**config.mk**
```make
export PLATFORM = sky130hd
export DESIGN_NAME = ex_mem_pipe
export DESIGN_NICKNAME = d
export VERILOG_FILES = /design/src/rtl/ex_mem_pipe_pkg.sv /design/src/rtl/ex_mem_pipe_reg.sv /design/src/rtl/ex_mem_pipe.sv
export SDC_FILE = /design/constraint.sdc
export NUM_CORES = 1
export LEC_CHECK = 0
export BUFFER_PORTS_ARGS = -buffer_cell sky130_fd_sc_hd__buf_4
export CORE_MARGIN = 2
export CORE_UTILIZATION = 39
export CTS_CLUSTER_DIAMETER = 30
export CTS_CLUSTER_SIZE = 16
export DETAILED_ROUTE_END_ITERATION = 10
export GPL_ROUTABILITY_DRIVEN = 1
export GPL_TIMING_DRIVEN = 1
export PLACE_DENSITY = 0.75
export SLEW_MARGIN = 20
export SYNTH_ARGS = -nofsm -noshare
export SYNTH_HDL_FRONTEND = slang
export SYNTH_SLANG_ARGS = --single-unit
```
**constraint.sdc**
```tcl
create_clock -name clk -period 1.3 [get_ports clk]
set_clock_uncertainty 0.15 [all_clocks]
set_input_delay 0.26 -clock clk [delete_from_list [all_inputs] [get_ports clk]]
set_output_delay 0.26 -clock clk [all_outputs]
set_load 0.005 [all_outputs]
```
**src/rtl/ex_mem_pipe_pkg.sv**
```systemverilog
// Shared definitions for the EX/MEM pipeline register: default widths,
// FSM state encoding, branch condition codes and the packed control bundle.
package ex_mem_pipe_pkg;

    localparam int DATA_W_DEF = 16;
    localparam int REG_AW_DEF = 3;

    typedef enum logic {
        ST_RUN    = 1'b0,
        ST_HALTED = 1'b1
    } state_e;

    localparam logic [1:0] BR_EQ = 2'b00;
    localparam logic [1:0] BR_NE = 2'b01;
    localparam logic [1:0] BR_LT = 2'b10;
    localparam logic [1:0] BR_GE = 2'b11;

    // Single-bit and narrow control fields travel together through one register.
    typedef struct packed {
        logic       zero;
        logic       ltz;
        logic       branch;
        logic [1:0] branch_op;
        logic       mem_read;
        logic       mem_write;
        logic       reg_write;
        logic       mem_to_reg;
        logic       halt;
    } ctrl_t;

endpackage

```
**src/rtl/ex_mem_pipe_reg.sv**
```systemverilog
// Generic pipeline register: synchronous reset, clear-to-zero, load enable.
// Priority is rst > clr > en; with none asserted the register holds.
module pipe_reg #(
    parameter int W = 1
) (
    input  logic         clk,
    input  logic         rst,
    input  logic         en,
    input  logic         clr,
    input  logic [W-1:0] d,
    output logic [W-1:0] q
);

    logic [W-1:0] data_q;
    logic [W-1:0] data_d;

    // NOTE: the hold value is the default, so no path leaves data_d unassigned and no latch is inferred.
    always_comb begin
        data_d = data_q;
        if (clr) begin
            data_d = '0;
        end else if (en) begin
            data_d = d;
        end
    end

    // NOTE: sequential state uses non-blocking assignment so all flops update together at the edge.
    always_ff @(posedge clk) begin
        if (rst) begin
            data_q <= '0;
        end else begin
            data_q <= data_d;
        end
    end

    assign q = data_q;

endmodule

```
**src/rtl/ex_mem_pipe.sv**
```systemverilog
// EX/MEM pipeline register with stall, flush-to-bubble and a sticky HALTED
// state entered when a valid HALT instruction is captured.
module ex_mem_pipe
    import ex_mem_pipe_pkg::*;
#(
    parameter int DATA_W = DATA_W_DEF,
    parameter int REG_AW = REG_AW_DEF
) (
    input  logic              clk,
    input  logic              rst,
    input  logic              stall,
    input  logic              flush,
    input  logic              valid_in,
    input  logic              zero_in,
    input  logic              ltz_in,
    input  logic              Branch_in,
    input  logic [1:0]        branch_op_in,
    input  logic [DATA_W-1:0] branchAddr_in,
    input  logic [DATA_W-1:0] jumpaddr_in,
    input  logic              MemRead_in,
    input  logic              MemWrite_in,
    input  logic [DATA_W-1:0] ALU_result_in,
    input  logic [DATA_W-1:0] writedata_in,
    input  logic              RegWrite_in,
    input  logic              MemToReg_in,
    input  logic [REG_AW-1:0] writeReg_in,
    input  logic              halt_in,
    output logic              valid_out,
    output logic              zero_out,
    output logic              ltz_out,
    output logic              Branch_out,
    output logic [1:0]        branch_op_out,
    output logic [DATA_W-1:0] branchAddr_out,
    output logic [DATA_W-1:0] jumpaddr_out,
    output logic              MemRead_out,
    output logic              MemWrite_out,
    output logic [DATA_W-1:0] ALU_result_out,
    output logic [DATA_W-1:0] writedata_out,
    output logic              RegWrite_out,
    output logic              MemToReg_out,
    output logic [REG_AW-1:0] writeReg_out,
    output logic              halt_out,
    output logic              halted
);

    state_e state_q, state_d;
    logic   running;
    logic   capture;
    logic   valid_clr;
    logic   valid_q;

    ctrl_t                ctrl_in;
    ctrl_t                ctrl_q;
    logic [2*DATA_W-1:0]  addr_q;
    logic [2*DATA_W-1:0]  data_q;
    logic [REG_AW-1:0]    wreg_q;

    // HALTED freezes everything, so stall and flush only matter while running.
    assign running   = (state_q == ST_RUN);
    assign capture   = running & ~stall & ~flush;
    assign valid_clr = running & flush;

    always_comb begin
        state_d = state_q;
        if (capture && valid_in && halt_in) begin
            state_d = ST_HALTED;
        end
    end

    always_ff @(posedge clk) begin
        if (rst) begin
            state_q <= ST_RUN;
        end else begin
            state_q <= state_d;
        end
    end

    always_comb begin
        ctrl_in            = '0;
        ctrl_in.zero       = zero_in;
        ctrl_in.ltz        = ltz_in;
        ctrl_in.branch     = Branch_in;
        ctrl_in.branch_op  = branch_op_in;
        ctrl_in.mem_read   = MemRead_in;
        ctrl_in.mem_write  = MemWrite_in;
        ctrl_in.reg_write  = RegWrite_in;
        ctrl_in.mem_to_reg = MemToReg_in;
        ctrl_in.halt       = halt_in;
    end

    pipe_reg #(.W(1)) u_valid (
        .clk (clk),
        .rst (rst),
        .en  (capture),
        .clr (valid_clr),
        .d   (valid_in),
        .q   (valid_q)
    );

    pipe_reg #(.W($bits(ctrl_t))) u_ctrl (
        .clk (clk),
        .rst (rst),
        .en  (capture),
        .clr (1'b0),
        .d   (ctrl_in),
        .q   (ctrl_q)
    );

    pipe_reg #(.W(2*DATA_W)) u_addr (
        .clk (clk),
        .rst (rst),
        .en  (capture),
        .clr (1'b0),
        .d   ({branchAddr_in, jumpaddr_in}),
        .q   (addr_q)
    );

    pipe_reg #(.W(2*DATA_W)) u_data (
        .clk (clk),
        .rst (rst),
        .en  (capture),
        .clr (1'b0),
        .d   ({ALU_result_in, writedata_in}),
        .q   (data_q)
    );

    pipe_reg #(.W(REG_AW)) u_wreg (
        .clk (clk),
        .rst (rst),
        .en  (capture),
        .clr (1'b0),
        .d   (writeReg_in),
        .q   (wreg_q)
    );

    // Side-effecting controls are gated by valid so a bubble can never act.
    assign valid_out      = valid_q;
    assign Branch_out     = ctrl_q.branch    & valid_q;
    assign MemRead_out    = ctrl_q.mem_read  & valid_q;
    assign MemWrite_out   = ctrl_q.mem_write & valid_q;
    assign RegWrite_out   = ctrl_q.reg_write & valid_q;
    assign halt_out       = ctrl_q.halt      & valid_q;
    assign zero_out       = ctrl_q.zero;
    assign ltz_out        = ctrl_q.ltz;
    assign branch_op_out  = ctrl_q.branch_op;
    assign MemToReg_out   = ctrl_q.mem_to_reg;
    assign branchAddr_out = addr_q[2*DATA_W-1:DATA_W];
    assign jumpaddr_out   = addr_q[DATA_W-1:0];
    assign ALU_result_out = data_q[2*DATA_W-1:DATA_W];
    assign writedata_out  = data_q[DATA_W-1:0];
    assign writeReg_out   = wreg_q;
    assign halted         = (state_q == ST_HALTED);

endmodule

```
# ---- Word-level counts from Yosys, hierarchy flattened
# Index checks and enable logic that the tools add are counted.
dict set report totals {
  reg_bits 79
  inputBits 82
  out_inout_bits 79
}
dict set report op_classes {
  n_bitwise 11
  reduce_logical 3
}
# op n
set op_table {}
lappend op_table {{bitwise AND 1 bit} 8}
lappend op_table {{NOT 1 bit} 3}
lappend op_table {{logical AND 1 bit} 2}
lappend op_table {{OR reduction 2 bit} 1}

# ---- Depth between registers and ports, before layout
dict set report logic_depth {
  depth_word 5
  mapped_depth 6
}

# ---- By module
# A second synthesis with hierarchy kept.
dict set report unflattened {
  cells_unflattened 267
  hier_area_um2 2906.5
}
# module n_inst cells_each area_each_um2 seq_area_each_um2
set modules_own_cells {}
lappend modules_own_cells {{pipe_reg at u_addr ...} 2 105 1156.1 640.6}
lappend modules_own_cells {{pipe_reg at u_ctrl} 1 33 362.8 200.2}
lappend modules_own_cells {{pipe_reg at u_wreg} 1 9 105.1 60.1}
lappend modules_own_cells {ex_mem_pipe 1 12 86.3 20.0}
lappend modules_own_cells {{pipe_reg at u_valid} 1 3 40.0 20.0}

# ---- Least setup slack after synthesis
# Ideal clock, no wire load.
dict set report synth_path {
  path_type {reg-to-reg}
  startpoint {register state_q, in the netlist halted}
  endpoint {register u_addr.data_q[0], in the netlist u_addr.q[0]}
  setup_time_ns 0.132
  t_arrival_ns 1.195
  required_time_ns 1.018
  setup_slack_ns -0.177
  stages_incl_launch_ff 7
  path_buffers 3
  period_less_slack_ns 1.477
  path_cell_list {dfxtp_1 > or3_1 > buf_2 > buf_6 > buf_6 > nand2_1 > a21oi_1}
}
dict set report synth_between {
  elab_chain_len 3
}
# element line_no
set synth_rtl {}
lappend synth_rtl {{from (decl)} ex_mem_pipe.sv:46} ;# state_e state_q, state_d;
lappend synth_rtl {{from (signal assigned)} ex_mem_pipe.sv:74} ;# state_q <= state_d;
lappend synth_rtl {{NOT 1 bit} ex_mem_pipe.sv:59} ;# assign running = (state_q == ST_RUN);
lappend synth_rtl {{bitwise AND 1 bit (2 in a row)} ex_mem_pipe.sv:60} ;# assign capture = running & ~stall & ~flush;
lappend synth_rtl {{to (signal assigned)} ex_mem_pipe_reg.sv:32} ;# data_q <= data_d;
lappend synth_rtl {{to (decl)} ex_mem_pipe_reg.sv:14} ;# logic [W-1:0] data_q;
# No other way between the ends.
# A chain may end at the register's enable or synchronous reset.

# ---- Worst setup path in the final report
dict set report layout_path {
  startpoint {register state_q, in the netlist halted}
  endpoint {register u_wreg.data_q[2], in the netlist u_wreg.q[2]}
}
dict set report layout_between {
  elab_chain_len 3
}
# element line_no
set layout_rtl {}
lappend layout_rtl {{NOT 1 bit} ex_mem_pipe.sv:59}
lappend layout_rtl {{bitwise AND 1 bit (2 in a row)} ex_mem_pipe.sv:60}
lappend layout_rtl {{to (signal assigned)} ex_mem_pipe_reg.sv:32}
lappend layout_rtl {{to (decl)} ex_mem_pipe_reg.sv:14}
# No other way between the ends.

==> results by group <==
Route
  – Pre-antenna DRT Iters: 5
  – Routed WL per cell: 15.0 um
  – Vias: 3013
  – Final ANT Viol Nets: 0
  – Initial DRC Count: 124
  – Number of remaining DRC errors: 0
  – Final WL: 9.34 mm
  – Vias per inst: 4.83

Clock network
  – Maximum clock insertion buffer count: 2
  – Htree depth: 3
  – CTS tree: built
  – CTS Root Cell: clkbuf_8
  – Clock Pin Slew Worst Setup and Hold Paths: 0.08 ns
  – Clk sink count: 79
  – Total CTS buffers: 9
  – Clk_lat worst skew: 0.33 ns

Yosys
  – Syn Area/Cell: 7.92 um2
  – Syn. warnings: 0
  – Synth Cell Area: 2790 um2
  – Sequential element share of the synthesized area: 56.8%
  – Net Count, Synth: 434
  – Yosys reg bits: 79
  – Post-Synthesis Cells: 352
  – Synth unique cells: 15

Placement
  – GPL Wtd Cong: 0.732
  – HPWL after DPL: 5.37 mm
  – Inst Count DP: 590
  – Port Buf Inserts: 160
  – Area after DPL: 4070 um2

Setup path
  – Critical Path Max Stage Delay: 0.46 ns
  – Slowest cell on the critical path: or3_4
  – Critical path peak fanout: 14
  – Critical Path RT: 1.37 ns
  – CP Class: reg2reg
  – Worst EP arrival: 1.51 ns
  – CP Cell Sequence: or3_4, buf_12, nand2_1, a21oi_1
  – Critical path endpoint category: flop
  – Critical Path Start Type: flop

Timing
  – Slew Limit Headroom: 81.8%
  – Top achievable clock speed: 696 MHz
  – Max-slew violation total from the final report: 0
  – Final hold slack: 0.0138 ns
  – Final setup margin: -0.136 ns
  – Crit share post-route: 110%
  – Clock period minus worst slack: 1.44 ns
  – Setup TNS: -6.62 ns
  – Final Hold Vio Count: 0
  – Setup violations, final: 83
  – RSZ-0062 raised after global routing: true
  – Slew @ Worst Pin: 0.273 ns

Global routing
  – Vias in the first global route: 2644
  – GRT Util Overall: 20.1%
  – Initial antenna violation count: 0
  – Pin count of the biggest net entering global routing: 41
  – First-pass GRT wire length: 12.2 mm
  – Grt total ovfl: 0

Floorplanning
  – Die area: 7840 um2
  – Die Span Y: 88.5 um
  – Initial Utilization: 40.6%
  – Core ar.: 6870 um2
  – Die X: 88.5 um
  – Site row count: 30
  – Ports: 161

Power
  – Overall Power: 5.63 mW
  – Pwr dens: 1150 nW/um2
  – Maximum vdd drop: 0.607 mV
  – Static Leak: 2.15 nW

Finish
  – Final #Nets: 605
  – Layout cells sized above 1: 47.3%
  – Area grow syn2layout: 75.3%
  – Layout Cells excl Fill: 624
  – Final Cell Area: 4880 um2
  – Antenna cell count: 0

Flow run
  – Max Cap Viol: 0

Outcome
  – Violated checks: setup timing
  – Status: complete, but fails checks

Hold path
  – HP Class: in2reg
[flip-flops by register name, summed over array words and instances (netlist names)]
register	cells
u_wreg.q	3
u_data.q	32
u_valid.q	1
u_addr.q	32
halted	1
u_ctrl.q	10
[kinds of logic (layout without fill, tap and decap cells)]
group,after synthesis,count (layout),synth area share (%)
AOI/OAI and AO/OA,80,80,14.4
and+or+nand+nor,165,165,23.2
DFF,79,79,56.8
buffers and inverters,28,204,5.61
[area by class of cell]
cell class | instances | area [um2]
repair buffers | 188 | 1690
flip-flops and latches | 79 | 1590
well taps | 96 | 120
clock buffers | 11 | 131
clock inverters | 5 | 106
multi-input cells | 245 | 1250
fillers | 527 | 1980
[critical path, delay by kind of cell (launching register included)]
family	cells	cell delay, ns
simple gates	2	0.56
flops	1	0.33
buf+inv	1	0.20
compound gates	1	0.08
[synth_stat cells]
master	number	share of area (%)
nand2_1	154	21
dfxtp_1	79	57
a21oi_1	78	14
clkbuf_1	17	2.3
and2_1	5	1.1
buf_4	5	1.3
buf_6	4	1.6
buf_2	2	0.36
nor2_1	2	0.27
a31oi_1	1	0.22
nand3b_1	1	0.27
nor2b_1	1	0.22
nor3_2	1	0.36
o21ai_0	1	0.18
or3_1	1	0.22
[placed cells by master (no fill, tap or decap)]
| cell | instances |
|---|---|
| a31oi_1 | 1 |
| nand2_2 | 23 |
| nand3b_1 | 1 |
| buf_16 | 3 |
| buf_6 | 10 |
| buf_12 | 7 |
| a21oi_2 | 15 |
| dfxtp_4 | 1 |
| nand2_4 | 9 |
| clkbuf_1 | 2 |
| dfxtp_2 | 1 |
| nor2_1 | 2 |
| clkinv_4 | 1 |
| and2_4 | 5 |
| bufinv_16 | 3 |
| nor3_4 | 1 |
| clkinvlp_4 | 1 |
| nor2b_1 | 1 |
| buf_4 | 156 |
| nand2_1 | 122 |
| or3_4 | 1 |
| dfxtp_1 | 77 |
| clkbuf_8 | 9 |
| o21ai_0 | 1 |
| dlygate4sd3_1 | 8 |
| clkbuf_16 | 4 |
| a21oi_1 | 63 |
[where the power goes]
part / switching, mW / internal (mW) / total (mW)
combinational: 0.368 / 0.508 / 0.875
sequential: 0.0761 / 2.53 / 2.61
clock: 0.869 / 1.28 / 2.15
total: 1.31 / 4.32 / 5.63
[per-stage QoR]
| stage | utilization (%) | setup slack, ns |
|---|---|---|
| after global routing | 71.1 | -0.165 |
| after floorplan | - | -0.0879 |
| after detailed placement | 59.3 | -0.280 |
| final | 71.1 | -0.136 |
| after CTS | 66.6 | -0.101 |
| after global placement | 59.3 | -0.262 |
[per-layer routing]
layer	up-vias	wire length, um	part of all wire (%)	track usage, %
met5	-	0	0	0
met4	0	161	1.7	7.16
met3	15	667	7.1	5.32
met2	133	4820	52	35.6
met1	1396	3690	39	23.2
li1	1469	-	-	-
[final timing paths]
check / to / depth (start not counted) / start / slack (ns)
worst min register to register: u_data.q[11] / 2 / u_data.q[11] / 0.31
worst max-delay path: u_wreg.q[2] / 4 / halted / -0.14
worst min-delay path: u_data.q[13] / 3 / writedata_in[13] / 0.01
worst max register to register: u_wreg.q[2] / 4 / halted / -0.14
[timing repair]
| item | CTS | global route |
|---|---|---|
| pin swaps | 6 | 7 |
| hold buffers | 8 | 0 |
| endpoints found under the setup margin | 84 | 83 |
| hold endpoints to repair | 8 | 0 |
| gates resized for setup | 28 | 60 |
| gates cloned | 3 | 5 |
| buffers inserted | 2 | 0 |
Power figures use the tool's default switching activity.
